### config.mk
export PLATFORM = sky130hd
export DESIGN_NAME = weight_fetch_sched_flat
export DESIGN_NICKNAME = d
export VERILOG_FILES = /design/src/rtl/weight_fetch_sched_if.sv /design/src/rtl/weight_fetch_sched.sv /design/src/flat_wrapper.sv
export SDC_FILE = /design/constraint.sdc
export NUM_CORES = 1
export LEC_CHECK = 0
export ABC_AREA = 1
export CORE_AREA = 2 2 90 92
export CTS_BUF_LIST = sky130_fd_sc_hd__clkbuf_4 sky130_fd_sc_hd__clkbuf_8 sky130_fd_sc_hd__clkbuf_16
export CTS_CLUSTER_SIZE = 28
export DETAILED_ROUTE_END_ITERATION = 8
export DIE_AREA = 0 0 92 94
export GPL_ROUTABILITY_DRIVEN = 0
export PLACE_DENSITY = 0.78
export SKIP_LAST_GASP = 1
export SYNTH_ARGS = -nofsm -noshare
export SYNTH_HDL_FRONTEND = slang
export SYNTH_SLANG_ARGS = --single-unit
### constraint.sdc
create_clock -name clk -period 4.8 [get_ports clk]
set_input_delay 0.96 -clock clk [delete_from_list [all_inputs] [get_ports clk]]
set_output_delay 0.96 -clock clk [all_outputs]
set_load 0.05 [all_outputs]
### src/rtl/weight_fetch_sched_if.sv
// Handshake and bank-control bundle between the layer controller, the
// weight-fetch scheduler, and the weight banks/PE array.
interface weight_fetch_sched_if #(
  parameter int ADDR_WIDTH = 11
);
  logic                  start;
  logic [3:0]            layer_id;
  logic [ADDR_WIDTH:0]   wt_len;
  logic [7:0]            rep_num;
  logic                  pe_ready;

  logic                  busy;
  logic                  done;
  logic                  err;
  logic                  mem_csen;
  logic                  mem_wrenb;
  logic [3:0]            mem_layer_cnt;
  logic                  mem_rdena;
  logic [ADDR_WIDTH-1:0] mem_addr_a;
  logic [ADDR_WIDTH-1:0] mem_addr_b;
  logic                  wt_valid;
  logic                  wt_last;
  logic [7:0]            rep_idx;

  modport master (
    output start, layer_id, wt_len, rep_num, pe_ready,
    input  busy, done, err, mem_csen, mem_wrenb, mem_layer_cnt, mem_rdena,
           mem_addr_a, mem_addr_b, wt_valid, wt_last, rep_idx
  );

  modport slave (
    input  start, layer_id, wt_len, rep_num, pe_ready,
    output busy, done, err, mem_csen, mem_wrenb, mem_layer_cnt, mem_rdena,
           mem_addr_a, mem_addr_b, wt_valid, wt_last, rep_idx
  );
endinterface

### src/rtl/weight_fetch_sched.sv
// Weight-bank sequencer: one load strobe per layer, a settle window, then
// repeated read-address passes to the PE array with 1-cycle read latency.
module weight_fetch_sched #(
  parameter int ADDR_WIDTH    = 11,
  parameter int DATA_DEPTH    = 2048,
  parameter int LOAD_WAIT_CYC = 4,
  parameter int MAX_LAYER     = 8
) (
  input logic                clk,
  input logic                rst_n,
  weight_fetch_sched_if.slave bus
);

  localparam int LEN_W = ADDR_WIDTH + 1;

  typedef enum logic [2:0] {
    IDLE,
    LOAD,
    LWAIT,
    FETCH,
    FLUSH,
    FIN
  } state_e;

  state_e                state_q;
  logic [3:0]            layer_q;
  logic [LEN_W-1:0]      len_q;
  logic [7:0]            rep_q;
  logic [LEN_W-1:0]      addr_q;
  logic [7:0]            wcnt_q;
  logic                  last_iss_q;

  logic                  busy_q;
  logic                  done_q;
  logic                  err_q;
  logic                  csen_q;
  logic                  wrenb_q;
  logic [3:0]            layer_cnt_q;
  logic                  rdena_q;
  logic [ADDR_WIDTH-1:0] addr_a_q;
  logic                  wt_valid_q;
  logic                  wt_last_q;
  logic [7:0]            rep_idx_q;

  logic cfg_bad;
  assign cfg_bad = (bus.layer_id == 4'd0) || (bus.layer_id > 4'(MAX_LAYER)) ||
                   (bus.wt_len == '0) || (bus.wt_len > LEN_W'(DATA_DEPTH));

  always_ff @(posedge clk or negedge rst_n) begin
    if (!rst_n) begin
      state_q     <= IDLE;
      layer_q     <= '0;
      len_q       <= '0;
      rep_q       <= '0;
      addr_q      <= '0;
      wcnt_q      <= '0;
      last_iss_q  <= 1'b0;
      busy_q      <= 1'b0;
      done_q      <= 1'b0;
      err_q       <= 1'b0;
      csen_q      <= 1'b0;
      wrenb_q     <= 1'b0;
      layer_cnt_q <= '0;
      rdena_q     <= 1'b0;
      addr_a_q    <= '0;
      wt_valid_q  <= 1'b0;
      wt_last_q   <= 1'b0;
      rep_idx_q   <= '0;
    end else begin
      // Read data follows the issue by one cycle; valid/last ride along with it.
      wt_valid_q <= rdena_q;
      wt_last_q  <= last_iss_q;
      last_iss_q <= 1'b0;
      done_q     <= 1'b0;
      csen_q     <= 1'b0;
      wrenb_q    <= 1'b0;
      rdena_q    <= 1'b0;

      unique case (state_q)
        IDLE: begin
          if (bus.start) begin
            layer_q   <= bus.layer_id;
            len_q     <= bus.wt_len;
            rep_q     <= (bus.rep_num == 8'd0) ? 8'd1 : bus.rep_num;
            err_q     <= cfg_bad;
            busy_q    <= 1'b1;
            rep_idx_q <= '0;
            if (cfg_bad) begin
              state_q <= FIN;
            end else begin
              state_q     <= LOAD;
              csen_q      <= 1'b1;
              wrenb_q     <= 1'b1;
              layer_cnt_q <= bus.layer_id;
            end
          end
        end

        LOAD: begin
          state_q <= LWAIT;
          wcnt_q  <= 8'd1;
        end

        // The quiet cycle produced on leaving LOAD counts toward the settle
        // window, so LWAIT itself lasts one cycle less than LOAD_WAIT_CYC.
        LWAIT: begin
          if (wcnt_q >= 8'(LOAD_WAIT_CYC - 1)) begin
            state_q   <= FETCH;
            addr_q    <= '0;
            rep_idx_q <= '0;
          end else begin
            wcnt_q <= wcnt_q + 8'd1;
          end
        end

        FETCH: begin
          addr_a_q <= addr_q[ADDR_WIDTH-1:0];
          if (bus.pe_ready) begin
            csen_q  <= 1'b1;
            rdena_q <= 1'b1;
            if (addr_q == len_q - 1'b1) begin
              last_iss_q <= 1'b1;
              addr_q     <= '0;
              if (rep_idx_q == rep_q - 8'd1) begin
                state_q <= FLUSH;
              end else begin
                rep_idx_q <= rep_idx_q + 8'd1;
              end
            end else begin
              addr_q <= addr_q + 1'b1;
            end
          end
        end

        FLUSH: begin
          state_q  <= FIN;
          addr_a_q <= '0;
        end

        FIN: begin
          state_q     <= IDLE;
          done_q      <= 1'b1;
          busy_q      <= 1'b0;
          layer_cnt_q <= '0;
        end

        default: state_q <= IDLE;
      endcase
    end
  end

  assign bus.busy          = busy_q;
  assign bus.done          = done_q;
  assign bus.err           = err_q;
  assign bus.mem_csen      = csen_q;
  assign bus.mem_wrenb     = wrenb_q;
  assign bus.mem_layer_cnt = layer_cnt_q;
  assign bus.mem_rdena     = rdena_q;
  assign bus.mem_addr_a    = addr_a_q;
  assign bus.mem_addr_b    = '0;
  assign bus.wt_valid      = wt_valid_q;
  assign bus.wt_last       = wt_last_q;
  assign bus.rep_idx       = rep_idx_q;

endmodule

### src/flat_wrapper.sv
// flat-port wrapper written by rule: the top's interface ports become plain ports
module weight_fetch_sched_flat 
#(
  parameter int ADDR_WIDTH    = 11,
  parameter int DATA_DEPTH    = 2048,
  parameter int LOAD_WAIT_CYC = 4,
  parameter int MAX_LAYER     = 8
)
  (clk, rst_n, bus_start, bus_layer_id, bus_wt_len, bus_rep_num, bus_pe_ready, bus_busy, bus_done, bus_err, bus_mem_csen, bus_mem_wrenb, bus_mem_layer_cnt, bus_mem_rdena, bus_mem_addr_a, bus_mem_addr_b, bus_wt_valid, bus_wt_last, bus_rep_idx);
  weight_fetch_sched_if #(.ADDR_WIDTH(ADDR_WIDTH)) bus_i ();
  input logic clk;
  input logic rst_n;
  input wire logic [$bits(bus_i.start)-1:0] bus_start;
  input wire logic [$bits(bus_i.layer_id)-1:0] bus_layer_id;
  input wire logic [$bits(bus_i.wt_len)-1:0] bus_wt_len;
  input wire logic [$bits(bus_i.rep_num)-1:0] bus_rep_num;
  input wire logic [$bits(bus_i.pe_ready)-1:0] bus_pe_ready;
  output wire logic [$bits(bus_i.busy)-1:0] bus_busy;
  output wire logic [$bits(bus_i.done)-1:0] bus_done;
  output wire logic [$bits(bus_i.err)-1:0] bus_err;
  output wire logic [$bits(bus_i.mem_csen)-1:0] bus_mem_csen;
  output wire logic [$bits(bus_i.mem_wrenb)-1:0] bus_mem_wrenb;
  output wire logic [$bits(bus_i.mem_layer_cnt)-1:0] bus_mem_layer_cnt;
  output wire logic [$bits(bus_i.mem_rdena)-1:0] bus_mem_rdena;
  output wire logic [$bits(bus_i.mem_addr_a)-1:0] bus_mem_addr_a;
  output wire logic [$bits(bus_i.mem_addr_b)-1:0] bus_mem_addr_b;
  output wire logic [$bits(bus_i.wt_valid)-1:0] bus_wt_valid;
  output wire logic [$bits(bus_i.wt_last)-1:0] bus_wt_last;
  output wire logic [$bits(bus_i.rep_idx)-1:0] bus_rep_idx;
  assign bus_i.start = bus_start;
  assign bus_i.layer_id = bus_layer_id;
  assign bus_i.wt_len = bus_wt_len;
  assign bus_i.rep_num = bus_rep_num;
  assign bus_i.pe_ready = bus_pe_ready;
  assign bus_busy = bus_i.busy;
  assign bus_done = bus_i.done;
  assign bus_err = bus_i.err;
  assign bus_mem_csen = bus_i.mem_csen;
  assign bus_mem_wrenb = bus_i.mem_wrenb;
  assign bus_mem_layer_cnt = bus_i.mem_layer_cnt;
  assign bus_mem_rdena = bus_i.mem_rdena;
  assign bus_mem_addr_a = bus_i.mem_addr_a;
  assign bus_mem_addr_b = bus_i.mem_addr_b;
  assign bus_wt_valid = bus_i.wt_valid;
  assign bus_wt_last = bus_i.wt_last;
  assign bus_rep_idx = bus_i.rep_idx;
  weight_fetch_sched #(.ADDR_WIDTH(ADDR_WIDTH), .DATA_DEPTH(DATA_DEPTH), .LOAD_WAIT_CYC(LOAD_WAIT_CYC), .MAX_LAYER(MAX_LAYER)) u_core (.clk(clk), .rst_n(rst_n), .bus(bus_i));
endmodule
### After elaboration in Yosys (flattened, before gate mapping)

Index checks and enable logic that the tools add are counted.

| operators by class | value |
|---|---|
| add/sub/neg operators | 5 |
| mux-type cells | 36 |
| reductions and logical operators | 19 |
| eq/ne operators | 15 |
| order comparisons | 3 |

Operator list:

| kind | count |
|---|---|
| $mux 8 | 7 |
| $mux 12 | 3 |
| $pmux 12 s2 | 1 |
| $pmux 8 s3 | 1 |
| $pmux 11 s2 | 1 |
| $mux 3 | 6 |
| $add 8x1->8 const B | 2 |
| $pmux 8 s2 | 1 |
| $pmux 3 s5 | 1 |
| $add 12x1->12 const B | 1 |
| $eq 12x12->1 | 1 |
| $gt 12x12->1 const B | 1 |
| $logic_not 12->1 | 1 |
| $sub 12x1->12 const B | 1 |
| $mux 1 | 10 |
| $ne 2x2->1 const B | 5 |
| $eq 8x8->1 | 1 |
| $ge 8x2->1 const B | 1 |
| $logic_not 8->1 | 1 |
| $mux 4 | 2 |
| $pmux 4 s2 | 1 |
| $reduce_bool 2->1 | 4 |
| $sub 8x1->8 const B | 1 |
| $eq 3x2->1 const B | 2 |
| 13 further kinds | 22 |

| word-level totals | value |
|---|---|
| register bits after elaboration | 75 |
| word-level logic and storage cells | 95 |

### Longest topological paths before layout

Gate-level depths: netlist of run 1.

| depth | value |
|---|---|
| word-level depth | 7 |
| depth in mapped cells | 15 |
| depth with buffers taken out | 15 |

### Worst setup path after synthesis of run 1

OpenSTA, ideal clock, no wires.

| timing path | value |
|---|---|
| path type | input port to flip-flop |
| start | input bus_wt_len[1] |
| end | register u_core.layer_cnt_q[0] (netlist: u_core.bus.mem_layer_cnt[0]) |
| slack | 2.832 ns |
| arrival | 1.848 ns |
| library setup time | 0.120 ns |
| cell stages on the path | 8 |
| cell sequence | nor4_1 nand3_1 nand2_1 nand2_1 nor2_2 inv_1 nand3_1 nand2_1 |

| on the way | value |
|---|---|
| word-level cells in the longest chain between the ends | 5 |

RTL lines:

| what | line | RTL |
|---|---|---|
| start: declaration | flat_wrapper.sv:15 | `input wire logic [$bits(bus_i.wt_len)-1:0] bus_wt_len;` |
| branches (longest 2 deep; another with $gt 12x12->1) | - |  |
| $logic_or 1x1->1 * | weight_fetch_sched.sv:47 | `(bus.wt_len == '0) \|\| (bus.wt_len > LEN_W'(DATA_DEPTH));` |
| $ne 2x2->1 (no source line) * | - |  |
| $reduce_and 3->1 (no source line) * | - |  |
| end signal: assignment | weight_fetch_sched.sv:94 | `layer_cnt_q <= bus.layer_id;` |
| end: declaration | weight_fetch_sched.sv:38 | `logic [3:0] layer_cnt_q;` |

Every way passes the cells marked *.
A chain may end at the register's enable or synchronous reset.

### Worst setup path after layout of run 1

| timing path | value |
|---|---|
| start | register u_core.rep_idx_q[6] (netlist: u_core.bus.rep_idx[6]) |
| end | output bus_rep_idx[6] |

RTL lines:

| what | line | RTL |
|---|---|---|
| start: declaration | weight_fetch_sched.sv:43 | `logic [7:0] rep_idx_q;` |
| start signal: assignment | weight_fetch_sched.sv:127 | `rep_idx_q <= rep_idx_q + 8'd1;` |
| end: declaration | flat_wrapper.sv:29 | `output wire logic [$bits(bus_i.rep_idx)-1:0] bus_rep_idx;` |

No word-level cell between the ends.

==> results of run 1 <==
==> area by class of cell <==
cell class              instances  area (um^2)
well taps                     102        127.6
inverters                      54        207.7
flip-flops and latches         75         1877
clock inverters                 7        98.84
multi-input cells             376         1916
clock buffers                   9        123.9
repair buffers                 60        590.6
fillers                       654         2666
==> metal layers <==
layer / GRT usage / vias up / share of wire
met2: 0.3719 / 115 / 0.46
met4: 0.07463 / 0 / 0.011
met5: 0 / - / 0
met1: 0.3223 / 1602 / 0.47
met3: 0.04093 / 11 / 0.061
li1: - / 1744 / -
==> metrics by stage <==
step	instance area [um^2]	instances	hold slack, ps
floorplan	4121	525	331.2
global placement	4718	667	341.5
detailed placement	4718	667	346.5
CTS	4941	683	375.0
global route	4941	683	377.1
finish	4941	683	373.9
==> report_power, final <==
part	leakage, nW	total (mW)	switching, mW	internal [mW]
registers	0.992	0.931	0.150	0.781
clock network	0.111	0.549	0.252	0.297
logic	1.22	1.22	0.819	0.398
==> cell families (layout without fill, tap and decap cells) <==
family,count (synthesis),count (layout),synth area share
flip-flops,75,75,0.4596
AND/OR/NAND/NOR,290,290,0.3214
XOR/XNOR,30,30,0.06434
AO/OA/AOI/OAI,40,40,0.05729
other,1,11,0.0009182
buffers and inverters,74,130,0.08119
adder cells (fa/ha/maj),5,5,0.01532
==> state kept, by name, indices dropped and copies added, names as in the netlist, 3 cells and up <==
name and cells:
u_core.wcnt_q 8, u_core.addr_q 12, u_core.state_q 3, u_core.bus.rep_idx 8, u_core.bus.mem_addr_a 11, u_core.rep_q 8, u_core.bus.mem_layer_cnt 4, u_core.len_q 12
==> cell usage in the layout (no fill, tap or decap), drive strengths merged <==
| master | n |
|---|---|
| nor3 | 13 |
| buf | 3 |
| conb | 11 |
| nand4 | 13 |
| o21a | 1 |
| bufinv | 2 |
| xnor2 | 10 |
| clkdlybuf4s50 | 57 |
| nor2 | 65 |
| nand3b | 1 |
| o22ai | 1 |
| dfrtp | 75 |
| a21oi | 7 |
| nor3b | 1 |
| clkbuf | 9 |
| xor2 | 20 |
| nor4 | 3 |
| a211oi | 1 |
| inv | 57 |
| ha | 5 |
| nand3 | 45 |
| nand2 | 149 |
| o21bai | 2 |
| o21ai | 28 |
| clkinv | 1 |
| clkinvlp | 1 |
==> cell usage after synthesis (all sizes together) <==
library cell / n
nand2: 149
dfrtp: 75
nor2: 65
inv: 54
nand3: 45
o21ai: 28
xor2: 20
nand4: 13
nor3: 13
buf: 12
xnor2: 10
clkbuf: 8
a21oi: 7
ha: 5
nor4: 3
o21bai: 2
a211oi: 1
conb: 1
nand3b: 1
nor3b: 1
o21a: 1
o22ai: 1
==> worst min-delay path by stage <==
stage / start / to / slack [ps] / cells past startpoint
2_1_floorplan: u_core.last_iss_q$_DFF_PN0_ / u_core.bus.wt_last$_DFF_PN0_ / 330 / 0
3_3_place_gp: u_core.last_iss_q$_DFF_PN0_ / u_core.bus.wt_last$_DFF_PN0_ / 340 / 0
3_5_place_dp: u_core.last_iss_q$_DFF_PN0_ / u_core.bus.wt_last$_DFF_PN0_ / 350 / 0
4_1_cts: u_core.last_iss_q$_DFF_PN0_ / u_core.bus.wt_last$_DFF_PN0_ / 370 / 0
5_1_grt: u_core.last_iss_q$_DFF_PN0_ / u_core.bus.wt_last$_DFF_PN0_ / 380 / 0
6_report: u_core.last_iss_q$_DFF_PN0_ / u_core.bus.wt_last$_DFF_PN0_ / 370 / 0
==> run summary, run 1 <==
Tmin final: 2626 ps
Most area-hungry cell type in the Yosys netlist: dfrtp_1
Max Clk Rate: 0.3808 GHz
Io pins: 70
Clock slew seen by the registers of the worst setup and hold paths: 90 ps
Tcrit/Tclk final: 0.5471
Max-cap viol count: 0
R2r endpoint: u_core.state_q[0]$_DFFE_PN0P_
Clock sinks: 75
H-tree depth: 3
Vias in the first global route: 3364
Core area: 0.007607 mm^2
Final setup violation count: 0
Final setup TNS: 0 ps
Register area share after synthesis: 0.4596
Hold Vio Cnt, Final: 0
Register bit total from synthesis: 75
WP depth: 1
Final Skew: 9.234 ps
Slew HR: 0.3930
Pins Over Slew Limit: 0
Ys Warns: 0
Hold buffers post-CTS: 0
Largest net degree at the start of global routing: 42
DRC viols: 0
Synth area leaders: dfrtp_1 (46%), nand2_1 (13%), nor2_1 (5.5%), nand3_1 (5.1%), inv_1 (4.6%)
Buffers on Ports: 58
DRT Pass-1 Iters: 5
CP endpoint: bus_rep_idx[6]
1st-iter DRT viols: 161
N_diodes: 0
Nets: 609
CP arrival: 1670 ps
Initial Util: 0.5368
Remaining global-route overflow: 0
Final cell utilization of the core: 0.6495
Dpl hpwl: 6626 um
Post-CTS Setup Bufs: 0
PnR worst setup slack: 2174 ps
First-pass GRT wire length: 15820 um
Yosys top cell area share: 0.4596
Horiz. Die Dim: 92 um
CP Launch Type: flop
Static Leak: 2.319 nW
CTS Buffer Depth: 2
Depth of the most critical reg-to-reg path: 15
Initial antenna violation count: 0
Crit end category: output port
Peak per-stage delay on the critical path: 850 ps
Crit. Startpoint: u_core.bus.rep_idx[6]$_DFFE_PN0P_
Die Area: 0.008648 mm^2
Syn Inst Count: 515
Detail Route Antenna Nets: 0
CP top delay family: buffers and inverters
CTS tree: yes
# rows: 32
DRT Wirelength: 9289 um
Vias: 3472
Crit path max fanout: 5
DR vias/cell: 5.083
DR WL/cell: 13.60 um
Total chip power: 2.697 mW
Worst hold path type: reg2reg
Die H: 94 um
Pwr/cell area: 545.9 mW/mm^2
CP required: 3840 ps
CP Class: reg2out
Root Buffer: clkbuf_8
Status: complete, no violations
Synth cell types: 35
Critical R2R Launch: u_core.len_q[0]$_DFFE_PN0P_
Mapped Avg Cell Area: 7.930 um^2
Reg2reg setup slack: 2430 ps
Slowest cell on the critical path: clkdlybuf4s50_1
Post-cts gate resize count: 0
GRT Total Usage: 0.2318
Least-Margin Pin Slew: 910.6 ps
Insertion delay to the later sink of the worst-skew pair: 350 ps
Setup WS pre-CTS: 2074 ps
Syn-to-layout area delta: 20.99%
WP buf/inv: 1
RSZ-0062 raised after global routing: no
Worst VDD drop: 0.0003473 V
CP Cell Sequence: clkdlybuf4s50_1
Fraction of layout cells with a size suffix above 1: 0.07401
Post-synthesis cell area: 0.004084 mm^2
Total CTS buffers: 9
No activity file was read; power rests on OpenSTA's default activity.
==> run 2: changes to the inputs <==
CORE_AREA = 2 2 91 93   (was 2 2 90 92)
DIE_AREA = 0 0 93 95   (was 0 0 92 94)
PLACE_DENSITY = 0.77   (was 0.78)
clock period = 2.45 ns   (was 4.8 ns; I/O delays follow)
==> run 2 against run 1 <==
Global-route usage is 0.29 points higher. Sequential share of layout area is 0.40 points lower. Combinational power is 96% higher. Highest routed layer unchanged.
==> run summary, run 2 (synthesis gave the netlist of run 1 again) <==
Total chip power: 5.283 mW (was 2.697 mW)
Dpl hpwl: 7111 um (was 6626 um)
Core area: 0.007928 mm^2 (was 0.007607 mm^2)
Depth of the most critical reg-to-reg path: 15 (unchanged)
Peak per-stage delay on the critical path: 410 ps (was 850 ps)
Crit end category: flop (was output port)
Hold Vio Cnt, Final: 0 (unchanged)
Insertion delay to the later sink of the worst-skew pair: 360 ps (was 350 ps)
Logic gate share of total power: 0.452 (was 0.451)
Commonest non-fill, non-tap cells in the layout: nand2_1 (142), dfrtp_1 (75), nor2_1 (60) (was nand2_1 (142), dfrtp_1 (75), nor2_1 (59))
H-tree depth: 3 (unchanged)
CP Cell Sequence: inv_1, ha_1, nand2_2, nor2_1, nand2_1, nand2_1, nand2_1, nand2_1, nand2_1, nor2_1, nand3_2, nand2_4, nand3_1, nand2_1, nand2_1 (was clkdlybuf4s50_1)
Status: complete, no violations (unchanged)
GRT Total Usage: 0.2347 (was 0.2318)
Static Leak: 2.348 nW (was 2.319 nW)
Max Clk Rate: 0.4500 GHz
First-pass GRT wire length: 16350 um (was 15820 um)
DRT Pass-1 Iters: 4 (was 5)
Tmin final: 2222 ps
Vias in the first global route: 3478 (was 3364)
Final setup TNS: 0 ps (unchanged)
Register share of total power: 0.343 (was 0.345)
Post-cts gate resize count: 0 (unchanged)
Nets: 614 (was 609)
Pins Over Slew Limit: 0 (unchanged)
Initial antenna violation count: 0 (unchanged)
Commonest non-fill, non-tap cell in the layout: nand2_1 (unchanged)
Multi-input gate area: 0.001913 mm^2 (was 0.001916 mm^2)
Worst hold path type: in2async (was reg2reg)
Busiest grt layer: met2 (unchanged)
Remaining global-route overflow: 0 (unchanged)
FF/Latch Area: 0.001877 mm^2 (unchanged)
# rows: 33 (was 32)
Worst VDD drop: 0.0004061 V (was 0.0003473 V)
Least-Margin Pin Slew: 676.3 ps (was 910.6 ps)
Pwr/cell area: 1058 mW/mm^2 (was 545.9 mW/mm^2)
Max-cap viol count: 0 (unchanged)
Horiz. Die Dim: 93 um (was 92 um)
CP Launch Type: flop (unchanged)
Clock sinks: 75 (unchanged)
# fillers: 722 (was 654)
CP arrival: 2470 ps (was 1670 ps)
Syn-to-layout area delta: 22.27% (was 20.99%)
RSZ-0062 raised after global routing: no (unchanged)
Io pins: 70 (unchanged)
Met1 Use GR: 0.2918 (was 0.3223)
Initial Util: 0.5152 (was 0.5368)
DRT Wirelength: 9305 um (was 9289 um)
CP required: 2700 ps (was 3840 ps)
Slowest cell on the critical path: dfrtp_1 (was clkdlybuf4s50_1)
Final Skew: 7.834 ps (was 9.234 ps)
Buffers on Ports: 58 (unchanged)
Final setup violation count: 0 (unchanged)
Most common cell type on the critical path: nand2_1
Clock slew seen by the registers of the worst setup and hold paths: 80 ps (was 90 ps)
Met2 usage in global routing: 0.4112 (was 0.3719)
R2r endpoint: u_core.state_q[0]$_DFFE_PN0P_ (unchanged)
Critical R2R Launch: u_core.len_q[0]$_DFFE_PN0P_ (unchanged)
CP Class: reg2reg (was reg2out)
Slew HR: 0.5491 (was 0.3930)
Die Area: 0.008835 mm^2 (was 0.008648 mm^2)
DR WL/cell: 13.47 um (was 13.60 um)
1st-iter DRT viols: 193 (was 161)
Die H: 95 um (was 94 um)
Net switching power: 2.351 mW (was 1.220 mW)
Vias: 3524 (was 3472)
Tcrit/Tclk final: 0.9070
Sw Share: 0.4450 (was 0.4524)
Reg2reg setup slack: 230 ps (was 2430 ps)
Fraction of layout cells with a size suffix above 1: 0.08020 (was 0.07401)
Total CTS buffers: 9 (unchanged)
Root Buffer: clkbuf_8 (unchanged)
CTS tree: yes (unchanged)
Detail Route Antenna Nets: 0 (unchanged)
Crit path max fanout: 7 (was 5)
CTS Buffer Depth: 2 (unchanged)
DR vias/cell: 5.100 (was 5.083)
Largest net degree at the start of global routing: 34 (was 42)
DRC viols: 0 (unchanged)
Met3 GRT Util: 0.05188 (was 0.04093)
P_int: 2.932 mW (was 1.477 mW)
N_diodes: 0 (unchanged)
Clk pwr share: 0.204 (about the same)
==> run 2: what timing repair did <==
action | 4_1_cts | 5_1_grt
setup endpoints to repair | 0 | 10
hold buffers | 0 | 0
setup buffers | 0 | 3
hold endpoints to repair | 0 | 0
==> run 2: how the worst max path moves through the flow <==
stage | cells after the start | startpoint | slack [ps] | to
floorplan | 15 | u_core.len_q[0]$_DFFE_PN0P_ | 570 | u_core.bus.rep_idx[0]$_DFFE_PN0P_
global placement | 15 | u_core.len_q[0]$_DFFE_PN0P_ | 210 | u_core.state_q[0]$_DFFE_PN0P_
detailed placement | 15 | u_core.len_q[0]$_DFFE_PN0P_ | 210 | u_core.state_q[0]$_DFFE_PN0P_
CTS | 15 | u_core.len_q[0]$_DFFE_PN0P_ | 180 | u_core.state_q[0]$_DFFE_PN0P_
global route | 13 | u_core.len_q[0]$_DFFE_PN0P_ | 7 | u_core.bus.rep_idx[5]$_DFFE_PN0P_
finish | 15 | u_core.len_q[0]$_DFFE_PN0P_ | 230 | u_core.state_q[0]$_DFFE_PN0P_
==> run 2: metal layers <==
metal  routed length [um]  vias up
met5                    0        -
met4                  102        0
met3                  411       13
met2                 4732       79
met1                 4059     1677
li1                     -     1755
==> run 2: worst max-delay path: cells and delay by family (launching register included) <==
kind / cells / cell delay [ps]
adder cells (fa/ha/maj): 1 / 240
buffers and inverters: 1 / 120
flip-flops: 1 / 410
AND/OR/NAND/NOR: 13 / 1340
==> run 2: area by class of cell <==
class	count	share of cell area
clock buffers	10	0.02756
clock inverters	6	0.01729
inverters	54	0.04159
multi-input cells	376	0.3831
flip-flops and latches	75	0.3758
well taps	105	0.02631
repair buffers	65	0.1283
==> run 2: power by group through the flow <==
| stage | logic, mW | clock network (mW) | registers, mW |
|---|---|---|---|
| 4_1_cts | 2.39 | 1.10 | 1.81 |
| 5_1_grt | 2.69 | 1.15 | 1.86 |
| 2_1_floorplan | 1.55 | 0 | 2.04 |
| 6_report | 2.39 | 1.08 | 1.81 |
| 3_3_place_gp | 2.32 | 0 | 1.83 |
| 3_5_place_dp | 2.37 | 0 | 1.83 |
==> run 2: stage by stage <==
stage | hold slack [ps] | utilization | worst slack [ps] | std cells | area (um^2)
after floorplan | 194.4 | - | 567.0 | 525 | 4121
after global placement | 338.1 | 0.5988 | 207.9 | 672 | 4747
after detailed placement | 353.0 | 0.5988 | 206.0 | 672 | 4747
after CTS | 174.2 | 0.6271 | 180.0 | 688 | 4971
after global routing | 206.3 | 0.6299 | 6.734 | 691 | 4994
final | 161.4 | 0.6299 | 228.0 | 691 | 4994
==> run 3: changes to the inputs <==
CORE_AREA = 2 2 99 101   (was 2 2 91 93)
DIE_AREA = 0 0 101 103   (was 0 0 93 95)
PLACE_DENSITY = 0.66   (was 0.77)
==> run 3 against run 2 <==
Utilization shrank 11 points. Cell count grew 1.0%. Worst hold slack lost 34 ps. Count of clock-buffer cells in the layout shrank 1. Largest cell class unchanged. Fmax shrank 0.53%.
==> run summary, run 3 (synthesis gave the netlist of run 1 again) <==
Remaining global-route overflow: 0 (unchanged)
CP Launch Type: flop (unchanged)
Hold slack: 127.3 ps (was 161.4 ps)
Clock slew seen by the registers of the worst setup and hold paths: 80 ps (about the same)
Die H: 103 um (was 95 um)
Crit end category: flop (unchanged)
Largest net degree at the start of global routing: 36 (was 34)
Critical R2R Launch: u_core.len_q[0]$_DFFE_PN0P_ (unchanged)
Root Buffer: clkbuf_8 (unchanged)
Total CTS buffers: 9 (unchanged)
RSZ-0062 raised after global routing: no (unchanged)
GRT Total Usage: 0.1958 (was 0.2347)
CTS Buffer Depth: 2 (unchanged)
Worst hold path type: in2async (unchanged)
Tcrit/Tclk final: 0.9118 (was 0.9070)
Setup WS pre-CTS: 217.4 ps (was 206.0 ps)
Buffers on Ports: 58 (unchanged)
Commonest non-fill, non-tap cell in the layout: nand2_1 (unchanged)
N_diodes: 0 (unchanged)
Core area: 0.009459 mm^2 (was 0.007928 mm^2)
Reg2reg setup slack: 220 ps (was 230 ps)
Insertion delay to the later sink of the worst-skew pair: 350 ps (was 360 ps)
Syn-to-layout area delta: 21.42% (was 22.27%)
Fraction of layout cells with a size suffix above 1: 0.07877 (was 0.08020)
DR WL/cell: 13.69 um (was 13.47 um)
Max Clk Rate: 0.4477 GHz (was 0.4500 GHz)
Horiz. Die Dim: 101 um (was 93 um)
Vias in the first global route: 3414 (was 3478)
Final setup violation count: 0 (unchanged)
CP arrival: 2480 ps (was 2470 ps)
Post-cts gate resize count: 0 (unchanged)
Hold Vio Cnt, Final: 0 (unchanged)
DRT Pass-1 Iters: 4 (unchanged)
Pins Over Slew Limit: 0 (unchanged)
Post-CTS Setup Bufs: 0 (unchanged)
Multi-input gate area: 0.001916 mm^2 (was 0.001913 mm^2)
Detail Route Antenna Nets: 0 (unchanged)
Final setup TNS: 0 ps (unchanged)
# rows: 36 (was 33)
1st-iter DRT viols: 159 (was 193)
R2r endpoint: u_core.state_q[0]$_DFFE_PN0P_ (unchanged)
Total placed instance area: 0.004768 mm^2 (was 0.004747 mm^2)
Nets: 612 (was 614)
DR vias/cell: 4.968 (was 5.100)
Crit path max fanout: 13 (was 7)
CP required: 2690 ps (was 2700 ps)
Max-cap viol count: 0 (unchanged)
Final Skew: 9.035 ps (was 7.834 ps)
Vias: 3468 (was 3524)
Total chip power: 5.175 mW (was 5.283 mW)
DRC viols: 0 (unchanged)
Dpl hpwl: 6988 um (was 7111 um)
Worst VDD drop: 0.0007433 V (was 0.0004061 V)
Tmin final: 2234 ps (was 2222 ps)
Die Area: 0.01040 mm^2 (was 0.008835 mm^2)
Initial antenna violation count: 0 (unchanged)
Pwr/cell area: 1044 mW/mm^2 (was 1058 mW/mm^2)
DRT Wirelength: 9556 um (was 9305 um)
Status: complete, no violations (unchanged)
PnR worst setup slack: 216.2 ps (was 228.0 ps)
H-tree depth: 3 (unchanged)
Clock sinks: 75 (unchanged)
Io pins: 70 (unchanged)
# fillers: 878 (was 722)
Design Area, Final: 0.004959 mm^2 (was 0.004994 mm^2)
Least-Margin Pin Slew: 558.5 ps (was 676.3 ps)
CP Class: reg2reg (unchanged)
FF/Latch Area: 0.001877 mm^2 (unchanged)
Initial Util: 0.4317 (was 0.5152)
Static Leak: 2.326 nW (was 2.348 nW)
Commonest non-fill, non-tap cells in the layout: nand2_1 (142), dfrtp_1 (75), nor2_1 (59) (was nand2_1 (142), dfrtp_1 (75), nor2_1 (60))
Hold buffers post-CTS: 0 (unchanged)
First-pass GRT wire length: 16130 um (was 16350 um)
CTS tree: yes (unchanged)
Depth of the most critical reg-to-reg path: 15 (unchanged)
Slew HR: 0.6277 (was 0.5491)
[run 3: how the worst max path moves through the flow]
| stage | from | to | slack, ps | depth (start not counted) |
|---|---|---|---|---|
| 6_report | u_core.len_q[0]$_DFFE_PN0P_ | u_core.state_q[0]$_DFFE_PN0P_ | 220 | 15 |
| 3_5_place_dp | u_core.len_q[0]$_DFFE_PN0P_ | u_core.bus.rep_idx[3]$_DFFE_PN0P_ | 220 | 15 |
| 5_1_grt | u_core.len_q[0]$_DFFE_PN0P_ | u_core.bus.rep_idx[3]$_DFFE_PN0P_ | 20 | 15 |
| 3_3_place_gp | bus_wt_len[1] | u_core.bus.mem_layer_cnt[3]$_DFFE_PN0P_ | 190 | 9 |
| 4_1_cts | u_core.len_q[0]$_DFFE_PN0P_ | u_core.bus.rep_idx[3]$_DFFE_PN0P_ | 210 | 15 |
| 2_1_floorplan | u_core.len_q[0]$_DFFE_PN0P_ | u_core.bus.rep_idx[0]$_DFFE_PN0P_ | 570 | 15 |
[run 3: power by group]
group / switching [mW] / internal, mW / leakage [nW]
Sequential: 0.293 / 1.53 / 0.992
Combinational: 1.59 / 0.807 / 1.24
Clock: 0.486 / 0.467 / 0.0992
[run 3: worst max-delay path, cell delays in order, from the launching register on]
cell and delay, ps:
dfrtp_1 410, inv_1 130, ha_1 250, nand2_2 100
nor2_1 160, nand2_1 70, nand2_1 80, nand2_1 50
nand2_1 50, nand2_1 40, nor2_1 130, nand3_2 190
nand2_4 200, nand3_1 150, nand2_1 90, nand2_1 50
[run 3: through the flow]
step | util | instances
after floorplan | - | 525
after global placement | 0.5041 | 682
after detailed placement | 0.5041 | 682
after CTS | 0.5242 | 698
after global routing | 0.5242 | 698
final | 0.5242 | 698
[run 3: per-layer routing]
metal / wire length [um] / GRT usage / vias to the layer above
met4: 120 / 0.07484 / 0
met1: 4545 / 0.2683 / 1625
met5: 0 / 0 / -
li1: - / - / 1747
met3: 508 / 0.03797 / 10
met2: 4381 / 0.3097 / 86
[run 3: cell type report]
type,count,area share
Timing Repair Buffer,63,0.1262
Multi-Input combinational cell,376,0.3863
Clock buffer,9,0.02498
Sequential cell,75,0.3785
Tap cell,114,0.02877
Clock inverter,7,0.01337
Inverter,54,0.04189
